### src/rtl/prio_enc_pkg.sv
// Shared constants and FSM state type for the 8-to-3 priority encoder.
package prio_enc_pkg;
    localparam int N_REQ  = 8;
    localparam int CODE_W = 3;

    typedef enum logic {
        IDLE = 1'b0,
        HOLD = 1'b1
    } state_t;
endpackage

### src/rtl/prio_find8.sv
// Combinational highest-set-bit search over 8 lines: bit 7 wins, any flags a non-zero input.
module prio_find8
    import prio_enc_pkg::*;
(
    input  logic [N_REQ-1:0]  in,
    output logic [CODE_W-1:0] idx,
    output logic              any
);
    // Scan upward so the last (highest) set bit overwrites lower matches.
    always_comb begin
        idx = '0;
        for (int i = 0; i < N_REQ; i++) begin
            if (in[i]) begin
                idx = CODE_W'(i);
            end
        end
    end

    assign any = |in;
endmodule

### src/rtl/prio_encoder_8to3.sv
// Sticky-request priority encoder with valid/ack handshake; optional onehot output
// is enabled by defining PRIO_ENC_ONEHOT_EN.
module prio_encoder_8to3
    import prio_enc_pkg::*;
(
    input  logic              clk,
    input  logic              rst,
    input  logic [N_REQ-1:0]  req,
    input  logic              ack,
    output logic [CODE_W-1:0] code,
    output logic              valid,
    output logic [N_REQ-1:0]  pending
`ifdef PRIO_ENC_ONEHOT_EN
    ,
    output logic [N_REQ-1:0]  onehot
`endif
);
    state_t            state_q;
    logic [CODE_W-1:0] code_q;
    logic              valid_q;
    logic [N_REQ-1:0]  pending_q;
    logic [N_REQ-1:0]  pending_d;
    logic [N_REQ-1:0]  clr;
    logic [CODE_W-1:0] find_idx;
    logic              find_any;
    logic              load;

    prio_find8 u_find (
        .in  (pending_q),
        .idx (find_idx),
        .any (find_any)
    );

    // Selection sees only registered pending; a same-cycle req re-sets the cleared bit.
    always_comb begin
        load      = find_any && ((state_q == IDLE) || ack);
        clr       = load ? (N_REQ'(1) << find_idx) : '0;
        pending_d = (pending_q & ~clr) | req;
    end

    always_ff @(posedge clk or posedge rst) begin
        if (rst) begin
            state_q   <= IDLE;
            code_q    <= '0;
            valid_q   <= 1'b0;
            pending_q <= '0;
        end else begin
            pending_q <= pending_d;
            case (state_q)
                IDLE: begin
                    if (find_any) begin
                        code_q  <= find_idx;
                        valid_q <= 1'b1;
                        state_q <= HOLD;
                    end
                end
                HOLD: begin
                    if (ack) begin
                        if (find_any) begin
                            code_q <= find_idx;
                        end else begin
                            valid_q <= 1'b0;
                            state_q <= IDLE;
                        end
                    end
                end
                default: begin
                    valid_q <= 1'b0;
                    state_q <= IDLE;
                end
            endcase
        end
    end

`ifdef PRIO_ENC_ONEHOT_EN
    logic [N_REQ-1:0] onehot_q;

    // Tracks code_q/valid_q exactly: updated on every load, cleared when valid drops.
    always_ff @(posedge clk or posedge rst) begin
        if (rst) begin
            onehot_q <= '0;
        end else if (load) begin
            onehot_q <= N_REQ'(1) << find_idx;
        end else if (state_q == HOLD && ack) begin
            onehot_q <= '0;
        end
    end

    assign onehot = onehot_q;
`endif

    assign code    = code_q;
    assign valid   = valid_q;
    assign pending = pending_q;
endmodule

### config.mk
export PLATFORM = sky130hd
export DESIGN_NAME = prio_encoder_8to3
export DESIGN_NICKNAME = d
export VERILOG_FILES = /design/src/rtl/prio_enc_pkg.sv /design/src/rtl/prio_find8.sv /design/src/rtl/prio_encoder_8to3.sv
export SDC_FILE = /design/constraint.sdc
export NUM_CORES = 1
export LEC_CHECK = 0
export CELL_PAD_IN_SITES_DETAIL_PLACEMENT = 0
export CELL_PAD_IN_SITES_GLOBAL_PLACEMENT = 1
export CORE_MARGIN = 4
export CORE_UTILIZATION = 29
export CTS_CLUSTER_SIZE = 14
export DETAILED_ROUTE_END_ITERATION = 7
export PLACE_DENSITY = 0.71
export RECOVER_POWER = 100
export SYNTH_ARGS = -nofsm -noshare
export SYNTH_HDL_FRONTEND = slang
export SYNTH_SLANG_ARGS = --single-unit
### constraint.sdc
create_clock -name clk -period 1.53 [get_ports clk]
set_clock_uncertainty 0.15 [all_clocks]
set_input_delay 0.306 -clock clk [delete_from_list [all_inputs] [get_ports clk]]
set_output_delay 0.306 -clock clk [all_outputs]
set_load 0.05 [all_outputs]
==> reports/results.txt <==
I/O Pins: 23
post-synth cell types: 29
reg2reg start: pending[5]
Tot GR Track Use: 0.123
Peak Freq: 605 MHz
RSZ-0062 raised after global routing: yes
Ant. Diodes: 0
worst slew pin tran: 731 ps
first-pass GRT wire length: 2950 um
mux share of post-synthesis cell area: 0.0173
timing startpoint of the critical path: pending[5]
die area: 0.00307 sq mm
largest family of logic cells by synthesized area: simple AND/OR/NAND/NOR gates
Die H: 55.4 um
WP data required: 1530 ps
initial DRC count: 9
Pleak: 0.000474 uW
H-tree Lvls: 1
Crit. End Element: register
Final Wtd Congestion: 0.772
initial antenna violation count: 0
CTS tree: done
largest net degree at the start of global routing: 14
XOR/XNOR Fraction of Synth Area: 0
sequential share of the synthesized area: 0.500
CP arrival: 1650 ps
hpwl dp: 1250 um
Yosys reg bits: 13
setup violators final: 8
via count: 596
die outline width: 55.4 um
Port Buffers: 22
max-cap violation count: 0
CP startpoint kind: register
Worst Path Class, Setup: reg2reg
Cell Rows: 16
Syn Inst Count: 61
failing checks: negative setup slack
Cell Area, Synth: 651 sq um
total negative slack: -520 ps
PwrDens: 623 mW/mm^2
minimum clock period: 1650 ps
fin worst setup slack: -124 ps
detail-routed via count per cell: 4.55
final net count: 116
wire per inst: 13.1 um
Post-DRT Antenna Nets: 0
Post-Syn Nets: 72
root buf cell: clkbuf_4
Num CTS Buffers: 3
Worst-Skew Late Latency: 280 ps
final WL: 1720 um
final core occ: 0.564
Final Max Tran Viols: 0
EDFF count, synth: 0
CTS Buffer Depth: 2
starting density of the core: 0.319
synth-to-layout area growth: 76.9%
multi-input logic area: 325 sq um
worst rel slew slack: 0.513
DRC violations left: 0
ys async rst share: 1.00
Syn Area/Cell: 10.7 sq um
grt total ovfl: 0
commonest non-fill, non-tap cells in the layout: 10 x buf_4, 9 x clkdlybuf4s50_1, 7 x inv_1, 7 x dfrtp_1
Hold WC Path Type: reg2reg
Seq. cell area: 333 sq um
Top FF cell, synth: dfrtp_1
Worst Path Max Fanout: 2
Synth Area in Compound Gates: 0.179
Synth Area in Adders: 0
vias in the first global route: 635
share of cells above drive strength 1: 0.462
number of synthesis warnings: 0
HP Start: state_q
Core Region: 0.00204 sq mm
Filler cells: 190
VDD IR max: 440 uV
Reg clk slew, reported paths: 80 ps
Simple-Gate Fraction of Synth Area: 0.238
crit share post-route: 1.08
Clock Sinks: 13
drt pass-1 iters: 3
most common cell after layout, fill and taps aside: buf_4
Fin. Hold Viols: 0
status: finished with violations
==> worst max-delay path, stage by stage, from the launching register on <==
cell and delay (ps):
dfrtp_2 400, or4_4 560, nor4_4 280, a31oi_1 130
==> routing by layer <==
metal  vias to the layer above  global-route usage  share of wire
met5                         -                   0              0
met4                         0              0.0625          0.019
met3                         2              0.0396          0.071
met2                        17               0.194           0.46
met1                       271               0.150           0.45
li1                        306                   -              -
==> layout make-up <==
| cell class | instances | share of cell area |
|---|---|---|
| Sequential cell | 13 | 0.289 |
| Clock buffer | 4 | 0.0228 |
| Tap cell | 27 | 0.0293 |
| Timing Repair Buffer | 41 | 0.353 |
| Inverter | 7 | 0.0228 |
| Multi-Input combinational cell | 39 | 0.283 |
==> cell usage after synthesis, drive strengths merged, types with 2 or more instances <==
cell | n | share of area
nor4 | 3 | 0.071
nor3 | 2 | 0.015
o31ai | 2 | 0.023
o21ai | 3 | 0.023
a31oi | 4 | 0.038
inv | 7 | 0.040
dfrtp | 13 | 0.50
nor2 | 5 | 0.029
nand2b | 3 | 0.029
==> state kept, by name, summed over array words and instances, names as in the netlist <==
signal	count
pending	8
state_q	1
valid	1
code	3
==> report_power, final <==
group / leakage (uW) / switching, uW / internal, uW
combinational: 0.000340 / 79.0 / 63.9
sequential: 0.000118 / 5.25 / 354
clock: 0.0000150 / 114 / 101
==> path summary, 6_finish.rpt <==
| check | endpoint | slack, ps | depth (start not counted) |
|---|---|---|---|
| worst min register to register | valid | 330 | 1 |
| worst max register to register | pending[1] | -120 | 3 |
| worst min-delay path | valid | 330 | 1 |
| min in group asynchronous | pending[0] | 510 | 3 |
| max in group asynchronous | pending[7] | 220 | 3 |
| worst max-delay path | pending[1] | -120 | 3 |
==> kinds of logic after synthesis <==
| family | count (synthesis) |
|---|---|
| and+or+nand+nor | 21 |
| AOI/OAI and AO/OA | 17 |
| DFF | 13 |
| muxes | 1 |
| buffers and inverters | 9 |
==> metrics by stage <==
| step | power, uW | cells | setup WS (ps) | instance area, sq um | hold slack (ps) |
|---|---|---|---|---|---|
| 2_1_floorplan | 443 | 61 | -299 | 676 | 32.6 |
| 3_3_place_gp | 528 | 122 | -308 | 1130 | 321 |
| 3_5_place_dp | 529 | 122 | -349 | 1130 | 335 |
| 4_1_cts | 757 | 126 | -133 | 1180 | 180 |
| 5_1_grt | 759 | 131 | -199 | 1150 | 368 |
| 6_report | 717 | 131 | -124 | 1150 | 328 |
==> what timing repair did <==
action                     4_1_cts  5_1_grt
setup buffers                    0        5
pin swaps                        1        6
setup endpoints to repair        8        8
gates resized for setup          8        5
hold buffers                     0        0
No activity file was read; power rests on OpenSTA's default activity.
